**src/rtl/bram_stream_pkg.sv**
```systemverilog
// Shared types and sizing helpers for the BRAM stream reader.
// Pure declarations: no logic, no latency, no flow control of its own.
package bram_stream_pkg;

   typedef enum logic [1:0] {
      IDLE  = 2'd0,
      RUN   = 2'd1,
      DRAIN = 2'd2
   } state_e;

   function automatic int addr_width(input int depth);
      return (depth > 1) ? $clog2(depth) : 1;
   endfunction

   // Room for every read that can be in the memory pipeline plus two beats of slack.
   function automatic int fifo_depth(input int read_latency);
      return read_latency + 2;
   endfunction

endpackage

```
**src/rtl/bram_stream_reader_fifo.sv**
```systemverilog
// Synchronous FIFO carrying {last, data}; head word is visible combinationally, 1-cycle write-to-read.
// Backpressure: push is dropped when full, pop ignored when empty; flush empties it in one cycle.
module stream_fifo #(
   parameter  int WIDTH = 9,
   parameter  int DEPTH = 4,
   localparam int PW    = (DEPTH > 1) ? $clog2(DEPTH) : 1,
   localparam int CW    = $clog2(DEPTH + 1)
) (
   input  logic             clk,
   input  logic             rst_n,
   input  logic             flush,
   input  logic             push,
   input  logic [WIDTH-1:0] push_dat,
   input  logic             pop,
   output logic [WIDTH-1:0] pop_dat,
   output logic [CW-1:0]    count,
   output logic             empty,
   output logic             full
);

   logic [WIDTH-1:0] mem_q [DEPTH];
   logic [WIDTH-1:0] mem_d [DEPTH];
   logic [PW-1:0]    wr_ptr_q, wr_ptr_d;
   logic [PW-1:0]    rd_ptr_q, rd_ptr_d;
   logic [CW-1:0]    count_q, count_d;
   logic             do_push;
   logic             do_pop;

   function automatic logic [PW-1:0] ptr_inc(input logic [PW-1:0] p);
      return (p == PW'(DEPTH - 1)) ? '0 : p + 1'b1;
   endfunction

   assign empty   = (count_q == '0);
   assign full    = (count_q == CW'(DEPTH));
   assign count   = count_q;
   assign pop_dat = mem_q[rd_ptr_q];
   assign do_push = push && !full;
   assign do_pop  = pop && !empty;

   always_comb begin
      wr_ptr_d = wr_ptr_q;
      rd_ptr_d = rd_ptr_q;
      count_d  = count_q;
      mem_d    = mem_q;
      if (flush) begin
         wr_ptr_d = '0;
         rd_ptr_d = '0;
         count_d  = '0;
      end else begin
         if (do_push) begin
            mem_d[wr_ptr_q] = push_dat;
            wr_ptr_d        = ptr_inc(wr_ptr_q);
         end
         if (do_pop) begin
            rd_ptr_d = ptr_inc(rd_ptr_q);
         end
         case ({do_push, do_pop})
            2'b10:   count_d = count_q + 1'b1;
            2'b01:   count_d = count_q - 1'b1;
            default: count_d = count_q;
         endcase
      end
   end

   // Storage is cleared too so the stream outputs read zero while in reset.
   always_ff @(posedge clk or negedge rst_n) begin
      if (!rst_n) begin
         wr_ptr_q <= '0;
         rd_ptr_q <= '0;
         count_q  <= '0;
         for (int i = 0; i < DEPTH; i++) begin
            mem_q[i] <= '0;
         end
      end else begin
         wr_ptr_q <= wr_ptr_d;
         rd_ptr_q <= rd_ptr_d;
         count_q  <= count_d;
         for (int i = 0; i < DEPTH; i++) begin
            mem_q[i] <= mem_d[i];
         end
      end
   end

endmodule

```
**src/rtl/bram_stream_reader.sv**
```systemverilog
// Sweeps a wrapping BRAM address range and streams the words out; first beat 4 cycles after start.
// Reads are issued only while pipeline+FIFO occupancy has room, so m_ready backpressure never loses data.
module bram_stream_reader
   import bram_stream_pkg::*;
#(
   parameter  int RAM_WIDTH    = 8,
   parameter  int RAM_DEPTH    = 1024,
   parameter  int READ_LATENCY = 2,
   localparam int AW           = addr_width(RAM_DEPTH)
) (
   input  logic                 clk,
   input  logic                 rst_n,
   input  logic                 start,
   input  logic [AW-1:0]        base_addr,
   input  logic [AW:0]          length,
   input  logic                 abort,
   output logic [AW-1:0]        bram_addr,
   input  logic [RAM_WIDTH-1:0] bram_dout,
   output logic [RAM_WIDTH-1:0] m_data,
   output logic                 m_valid,
   input  logic                 m_ready,
   output logic                 m_last,
   output logic                 busy,
   output logic                 done
);

   localparam int FD = fifo_depth(READ_LATENCY);
   localparam int CW = $clog2(FD + 1);

   state_e                  state_q, state_d;
   logic [AW-1:0]           addr_q, addr_d;
   logic [AW:0]             remain_q, remain_d;
   logic [READ_LATENCY-1:0] vld_pipe_q, vld_pipe_d;
   logic [READ_LATENCY-1:0] last_pipe_q, last_pipe_d;
   logic                    done_q, done_d;

   logic [CW-1:0]           fifo_count;
   logic [CW-1:0]           inflight;
   logic [CW:0]             occupancy;
   logic                    fifo_empty;
   logic                    fifo_full;
   logic                    fifo_push;
   logic                    fifo_pop;
   logic                    issue;
   logic                    issue_last;
   logic [AW-1:0]           addr_next;

   always_comb begin
      inflight = '0;
      for (int i = 0; i < READ_LATENCY; i++) begin
         inflight = inflight + CW'(vld_pipe_q[i]);
      end
   end

   assign occupancy  = {1'b0, inflight} + {1'b0, fifo_count};
   assign issue      = (state_q == RUN) && !abort && (remain_q != '0) &&
                       (occupancy < (CW+1)'(FD));
   assign issue_last = issue && (remain_q == (AW+1)'(1));
   assign addr_next  = (addr_q == AW'(RAM_DEPTH - 1)) ? '0 : addr_q + 1'b1;

   // The delayed valid bit lines up with bram_dout exactly READ_LATENCY cycles after issue.
   assign fifo_push  = vld_pipe_q[READ_LATENCY-1];
   assign fifo_pop   = m_valid && m_ready;

   always_comb begin
      state_d  = state_q;
      addr_d   = addr_q;
      remain_d = remain_q;
      done_d   = 1'b0;
      vld_pipe_d[0]  = issue;
      last_pipe_d[0] = issue_last;
      for (int i = 1; i < READ_LATENCY; i++) begin
         vld_pipe_d[i]  = vld_pipe_q[i-1];
         last_pipe_d[i] = last_pipe_q[i-1];
      end

      if (abort) begin
         state_d     = IDLE;
         vld_pipe_d  = '0;
         last_pipe_d = '0;
      end else begin
         case (state_q)
            IDLE: begin
               if (start) begin
                  if (length == '0) begin
                     done_d = 1'b1;
                  end else begin
                     state_d  = RUN;
                     addr_d   = base_addr;
                     remain_d = length;
                  end
               end
            end
            RUN: begin
               if (issue) begin
                  addr_d   = addr_next;
                  remain_d = remain_q - 1'b1;
                  if (issue_last) begin
                     state_d = DRAIN;
                  end
               end
            end
            DRAIN: begin
               if (fifo_pop && m_last) begin
                  state_d = IDLE;
                  done_d  = 1'b1;
               end
            end
            default: state_d = IDLE;
         endcase
      end
   end

   always_ff @(posedge clk or negedge rst_n) begin
      if (!rst_n) begin
         state_q     <= IDLE;
         addr_q      <= '0;
         remain_q    <= '0;
         vld_pipe_q  <= '0;
         last_pipe_q <= '0;
         done_q      <= 1'b0;
      end else begin
         state_q     <= state_d;
         addr_q      <= addr_d;
         remain_q    <= remain_d;
         vld_pipe_q  <= vld_pipe_d;
         last_pipe_q <= last_pipe_d;
         done_q      <= done_d;
      end
   end

   stream_fifo #(
      .WIDTH (RAM_WIDTH + 1),
      .DEPTH (FD)
   ) u_fifo (
      .clk      (clk),
      .rst_n    (rst_n),
      .flush    (abort),
      .push     (fifo_push),
      .push_dat ({last_pipe_q[READ_LATENCY-1], bram_dout}),
      .pop      (fifo_pop),
      .pop_dat  ({m_last, m_data}),
      .count    (fifo_count),
      .empty    (fifo_empty),
      .full     (fifo_full)
   );

   // The issue rule reserves a slot for every read in flight, so a push can never meet a full FIFO.
   assert property (@(posedge clk) disable iff (!rst_n) !(fifo_push && fifo_full && !abort));

   assign bram_addr = addr_q;
   assign m_valid   = !fifo_empty;
   assign busy      = (state_q != IDLE);
   assign done      = done_q;

endmodule

```
**config.mk**
```make
export PLATFORM = sky130hd
export DESIGN_NAME = bram_stream_reader
export DESIGN_NICKNAME = d
export VERILOG_FILES = /design/src/rtl/bram_stream_pkg.sv /design/src/rtl/bram_stream_reader_fifo.sv /design/src/rtl/bram_stream_reader.sv
export SDC_FILE = /design/constraint.sdc
export NUM_CORES = 1
export LEC_CHECK = 0
export BUFFER_PORTS_ARGS = -buffer_cell sky130_fd_sc_hd__buf_2
export CORE_ASPECT_RATIO = 1.4
export CORE_UTILIZATION = 42
export DETAILED_ROUTE_END_ITERATION = 12
export SKIP_LAST_GASP = 1
export SYNTH_ARGS = -nofsm -noshare
export SYNTH_HDL_FRONTEND = slang
export SYNTH_SLANG_ARGS = --single-unit
```
**constraint.sdc**
```tcl
create_clock -name clk -period 2.45 [get_ports clk]
set_input_delay 0.245 -clock clk [delete_from_list [all_inputs] [get_ports clk]]
set_output_delay 0.245 -clock clk [all_outputs]
set_load 0.01 [all_outputs]
```
==> results of run 1 <==
==> power by group through the flow <==
stage / sequential, mW / clock [mW] / combinational, mW
finish: 1.61 / 1.42 / 1.18
floorplan: 1.59 / 0 / 0.795
CTS: 1.61 / 1.45 / 1.19
global placement: 1.62 / 0 / 1.17
global route: 1.65 / 1.50 / 1.32
detailed placement: 1.63 / 0 / 1.19
==> stage by stage <==
step	utilization	area, sq um	cells	worst slack (ps)	hold WS [ps]
after floorplan	-	3720	333	277	-50.6
after global placement	0.482	4150	489	203	305
after detailed placement	0.482	4150	489	149	304
after CTS	0.521	4480	505	137	156
after global routing	0.521	4490	505	50.3	185
final	0.521	4490	505	146	168
==> sequential cells by signal, summed over array words and instances, names as in the netlist <==
name,count
u_fifo.count,3
last_pipe_q,2
u_fifo.mem_q,36
state_q,2
u_fifo.rd_ptr_q,2
vld_pipe_q,2
bram_addr,10
u_fifo.wr_ptr_q,2
done,1
remain_q,11
==> cells in the final DEF (no fill, tap or decap), types with 2 or more instances in the layout <==
cell type	synthesis	layout
dfrtp_1	71	71
buf_2	1	55
mux2_2	36	36
nor2_1	25	25
a21oi_1	20	20
o21ai_0	19	19
nand2_1	16	15
nor3_1	13	13
o31ai_1	11	11
buf_4	2	10
mux4_2	9	9
inv_1	9	9
ha_1	9	9
clkbuf_16	0	9
a31oi_1	7	7
nor4_1	6	6
nand3_1	6	6
nand2_2	4	5
nand4_1	4	4
nor2b_1	4	4
and2_1	3	3
a31o_2	3	3
a2bb2oi_1	3	3
a22oi_1	3	3
xnor2_1	3	3
mux2i_1	3	3
or3b_2	2	2
or4_1	2	2
or3_1	2	2
a21o_1	2	2
or2_2	2	2
o22ai_1	2	2
clkinv_4	0	2
bufinv_16	0	2
==> worst max-delay path: stages (launching register included) <==
cell and delay (ps):
dfrtp_1 410, inv_1 100, ha_1 230, or3b_2 530, nor3_4 260, o22a_4 240
nor2_4 90, mux2_4 320
==> kinds of logic (layout without fill, tap and decap cells) <==
family                     count (synthesis)  count (layout)  synth area share
buffers and inverters                     24              91            0.0269
DFF                                       71              71             0.478
and+or+nand+nor                           96              96             0.137
adders and majority gates                 10              10            0.0357
muxes                                     49              49             0.176
AOI/OAI and AO/OA                         80              80             0.140
xor gates and xnor gates                   3               3           0.00707
==> final cells by class <==
| type | instances | area, sq um |
|---|---|---|
| timing repair buffer | 67 | 380 |
| sequential | 71 | 1780 |
| clock buffer | 10 | 239 |
| inverter | 9 | 33.8 |
| fill | 774 | 4120 |
| clock inverter | 5 | 82.6 |
| multi-input combinational | 238 | 1840 |
| tap | 105 | 131 |
==> worst paths after layout <==
check / startpoint / to / slack (ps) / cells past startpoint
max in group asynchronous: rst_n / remain_q[3] / 1680 / 3
setup / recovery: remain_q[0] / bram_addr[0] / 150 / 7
hold / removal: base_addr[1] / bram_addr[1] / 170 / 3
hold reg to reg: last_pipe_q[0] / last_pipe_q[1] / 480 / 1
setup reg to reg: remain_q[0] / bram_addr[0] / 150 / 7
min in group asynchronous: rst_n / u_fifo.count[1] / 470 / 3
==> layer usage <==
layer,up-vias,part of all wire,track usage
li1,1381,-,-
met1,1429,0.43,0.239
met2,74,0.52,0.356
met3,13,0.036,0.0387
met4,0,0.017,0.0786
met5,-,0,0
==> repair_timing <==
action	in CTS	in global routing
hold endpoints to repair	71	0
resized for setup	0	1
setup endpoints to repair	0	8
hold buffers	1	0
==> metrics.md, run 1 <==
| Metric | Value |
|---|---|
| CTS H-Tree Depth | 3 |
| Total CTS buffers | 9 |
| Total grt overflow | 0 |
| Slew Limit Fails | 0 |
| Internal | 2.90 mW |
| First-pass DRT Iterations | 4 |
| DRT iter0 DRCs | 113 |
| Psw | about 1.3 mW |
| Number of global-route vias before repair | approximately 2,900 |
| Clk_lat worst skew | 340 ps |
| Final WL | ~8500 um |
| Clock tree sinks | slightly above 70 |
| Crit path time final | between 2000 and 2500 ps |
| Largest net degree at the start of global routing | 72 |
| Rel. slew slack | 0.667 |
| Clock share of power | 0.338 |
| Seq/Total Area, Yosys | 0.478 |
| Clock slew seen by the registers of the worst setup and hold paths | approximately 60 ps |
| Status | completed |
| Library cells used by synthesis | 53 |
| Synth area leaders | dfrtp_1 (48%), mux2_2 (11%), mux4_2 (5.5%) |
| Post-DP HPWL | between 5000 and 6000 um |
| Mapped Nets | about 380 |
| Vias per cell | between 5 and 6 |
| Fmax | ~430 MHz |
| Comb power frac | 0.280 |
| Root buf cell | clkbuf_16 |
| Layout cells sized above 1 | 0.358 |
| Commonest cells post-synth | dfrtp_1 (71), mux2_2 (36), nor2_1 (25) |
| GRT Overall Usage | 0.203 |
| Placer Congestion | between 0.8 and 0.9 |
| Max cap viols | 0 |
| IO Count | 56 |
| CTS max path bufs | 2 |
| Mean post-synth cell area | around 11 sq um |
| EDFF count, synth | 0 |
| Flops & latches, synth | between 70 and 80 |
| Number of nets with antenna violations after routing | 0 |
| Clock Skews | between 6 and 7 ps |
| Top-area cell type share of the netlist area | 0.478 |
| Cells after Synth | about 330 |
| Worst EP arrival | about 2500 ps |
| Final Total Pwr | 4.21 mW |
| Synth area leader | dfrtp_1 |
| Post-synth top flop | dfrtp_1 |
| Post-CTS Repair Setup Buffers | 0 |
| CTS tree | built |
| Area grow syn2layout | 20.7% |
| Hold Fails Final Rpt | 0 |
| Power Density | between 900 and 1000 nW/um^2 |
| Most frequent cell after synthesis | dfrtp_1 |
| Max VDD drop | between 0.5 and 0.6 mV |
| Max FO, Critical Path | 10 |
| Final setup fails | 0 |
| Switch share | 0.311 |
| Initial antenna violation count | 0 |
| Core area | 8610 sq um |
| Setup TNS | 0 ps |
| Die extent in x | roughly 82 um |
| Worst Hold Class | input port to flip-flop |
| Leak | about 2.1 nW |
| Drt wl/cell | ~17 um |
| Die H | 113 um |
| Post-route DRC | 0 |
| First-pass GRT wire length | approximately 14,000 um |
| CP startpoint kind | flip-flop |
| Die footprint | between 9000 and 10,000 sq um |
| Asr flop ratio synth | 1.00 |
| Crit Path Class | flip-flop to flip-flop |
| Critical Path RT | ~2700 ps |
| Mapped Area | roughly 3700 sq um |
| Syn. warnings | 0 |
| Critical path endpoint category | flip-flop |
| Final nets | 440 |
| Initial Utilization | 0.432 |
| Fin crit share | 0.941 |
| Via count | ~2,900 |
| Row cnt | 40 |
| Ant. Diodes | 0 |
| Sequential Power Share | 0.382 |
| Slew @ Worst Pin | roughly 490 ps |
| Port buffer count | 55 |
| RSZ-0062 raised after global routing | false |
Note: power is estimated with default switching activity, not from simulation.
==> run 2: changes to the inputs <==
Settings changed: CORE_MARGIN set to 4.
==> metrics.md, run 2 (synthesized netlist as in run 1, its figures left out) <==
| Metric | Value |
|---|---|
| Status | completed |
| CTS H-Tree Depth | 3 (unchanged) |
| Largest net degree at the start of global routing | 72 (unchanged) |
| CTS max path bufs | 2 (unchanged) |
| DRT iter0 DRCs | 59 (-48%) |
| Post-DP HPWL | 6020 um (+3.2%) |
| Internal | 2.80 mW (-3.3%) |
| Hold Fails Final Rpt | 0 (unchanged) |
| Slew Limit Fails | 0 (unchanged) |
| Total grt overflow | 0 (unchanged) |
| Worst hold slack | 183 ps (+14.9 ps) |
| Final nets | 440 (unchanged) |
| Initial antenna violation count | 0 (unchanged) |
| Worst Hold Class | input port to flip-flop |
| Critical path endpoint category | flip-flop |
| Worst slack, placed | 136 ps (-12.8 ps) |
| RSZ-0062 raised after global routing | false |
| Layout Cells excl Fill | 506 (+0.20%) |
| Ant. Diodes | 0 (unchanged) |
| Final Total Pwr | 4.11 mW (-2.2%) |
| Row cnt | 40 (unchanged) |
| Total CTS buffers | 9 (unchanged) |
| First-pass GRT wire length | 14,200 um (+1.4%) |
| Setup TNS | 0 ps (unchanged) |
| First-pass DRT Iterations | 5 (+1) |
| Root buf cell | clkbuf_16 |
| Crit Path Class | flip-flop to flip-flop |
| Port buffer count | 55 (unchanged) |
| Die H | 119 um (+5.3%) |
| Die footprint | 10,400 sq um (+13%) |
| CP startpoint kind | flip-flop |
| Critical Path RT | 2660 ps (about the same) |
| Drt wl/cell | 16.6 um (-1.2%) |
| Fmax | 440 MHz (+1.5%) |
| GRT Overall Usage | 0.173 (-0.0302) |
| Switch share | 0.319 (+0.00799) |
| IO Count | 56 (unchanged) |
| Clock share of power | 0.323 (-0.015) |
| Core area | 8610 sq um (unchanged) |
| Final setup fails | 0 (unchanged) |
| Setup WS post-layout | 179 ps (+33.1 ps) |
| Post-CTS Repair Setup Buffers | 0 (unchanged) |
| Reg with most FFs | u_fifo.mem_q |
| Slew @ Worst Pin | 532 ps (+45.1 ps) |
| Commonest cells after routing, fill and taps aside | dfrtp_1 (71), buf_2 (55), mux2_2 (36) |
| Area grow syn2layout | 20.3% |
| Number of global-route vias before repair | 2,932 (+1.2%) |
| Die extent in x | 87.5 um (+7.4%) |
| Max cap viols | 0 (unchanged) |
| Dpl cells | 489 (unchanged) |
| Clock slew seen by the registers of the worst setup and hold paths | 60 ps (about the same) |
| Fin crit share | 0.927 (-0.0135) |
| Power Density | 920 nW/um^2 (-1.9%) |
| Crit path time final | 2270 ps (-33.1 ps) |
| Vias per cell | 5.66 (-1.3%) |
| Worst EP arrival | 2480 ps (-40 ps) |
| Clock tree sinks | 71 (unchanged) |
| Clk_lat worst skew | 330 ps (about the same) |
| Most common cell after layout, fill and taps aside | dfrtp_1 |
| Layout cells sized above 1 | 0.359 (+0.00160) |
| CTS tree | built |
| Sequential Power Share | 0.391 (+0.009) |
| Max reg flops | 36 (unchanged) |
| Number of nets with antenna violations after routing | 0 (unchanged) |
| Leak | 2.10 nW (-0.46%) |
| Max VDD drop | 0.573 mV (+11%) |
| Rel. slew slack | 0.636 (-0.0308) |
| Via count | 2,866 (-1.1%) |
| Initial Utilization | 0.432 (unchanged) |
| Comb power frac | 0.286 (+0.006) |
| Post-route DRC | 0 (unchanged) |
| Clock Skews | 4.85 ps (-1.18 ps) |
| Max FO, Critical Path | 10 (unchanged) |
| Psw | 1.31 mW (+0.33%) |
| Placer Congestion | 0.857 (-2.7%) |
| Final WL | 8380 um (-0.98%) |
run 2: changes by cell type in the layout (fill, tap and decap cells not counted), sizes merged:
cell	change
bufinv	-1
clkinvlp	+1
inv	+1
run 2: metrics by stage:
| step | cell area [sq um] | utilization |
|---|---|---|
| 4_1_cts | 4470 | 0.519 |
| 6_report | 4470 | 0.520 |
| 2_1_floorplan | 3720 | - |
| 5_1_grt | 4470 | 0.520 |
| 3_5_place_dp | 4150 | 0.482 |
| 3_3_place_gp | 4150 | 0.482 |
run 2: critical path, cell delays in order, from the launching register on:
cell and delay [ps]:
dfrtp_1 400, inv_1 100, ha_1 220, or3b_2 530
nor3_4 260, o22a_4 250, nor2_4 90, mux2_4 300
run 2: path summary, 6_finish.rpt:
kind,start,slack (ps),depth (start not counted),to
max,remain_q[0],180,7,bram_addr[0]
min,base_addr[1],180,3,bram_addr[1]
max reg2reg,remain_q[0],180,7,bram_addr[0]
min reg2reg,last_pipe_q[0],470,1,last_pipe_q[1]
max in group asynchronous,rst_n,1680,3,bram_addr[4]
min in group asynchronous,rst_n,470,3,u_fifo.mem_q[29]
run 2: final cells by class:
class | count | area [sq um]
Clock buffer | 10 | 239
Clock inverter | 6 | 68.8
Fill cell | 797 | 4140
Inverter | 9 | 33.8
Multi-Input combinational cell | 238 | 1840
Sequential cell | 71 | 1780
Tap cell | 105 | 131
Timing Repair Buffer | 67 | 380
run 2: what timing repair did:
action | in CTS | in global routing
hold endpoints to repair | 71 | 0
endpoints found under the setup margin | 0 | 4
hold buffers | 1 | 0
gates resized for setup | 0 | 1
run 2: power groups by stage:
stage	Combinational (mW)	Clock, mW	Sequential [mW]
detailed placement	1.19	0	1.62
CTS	1.20	1.36	1.61
global placement	1.18	0	1.62
floorplan	0.795	0	1.59
global route	1.32	1.40	1.64
finish	1.18	1.33	1.61
run 2: per-layer routing:
layer  wire (um)  global-route usage  part of all wire  up-vias
met2        4360               0.288              0.52       67
met4         138              0.0701             0.016        0
met5           0                   0                 0        -
met3         321              0.0353             0.038       12
met1        3570               0.216              0.43     1413
li1            -                   -                 -     1374
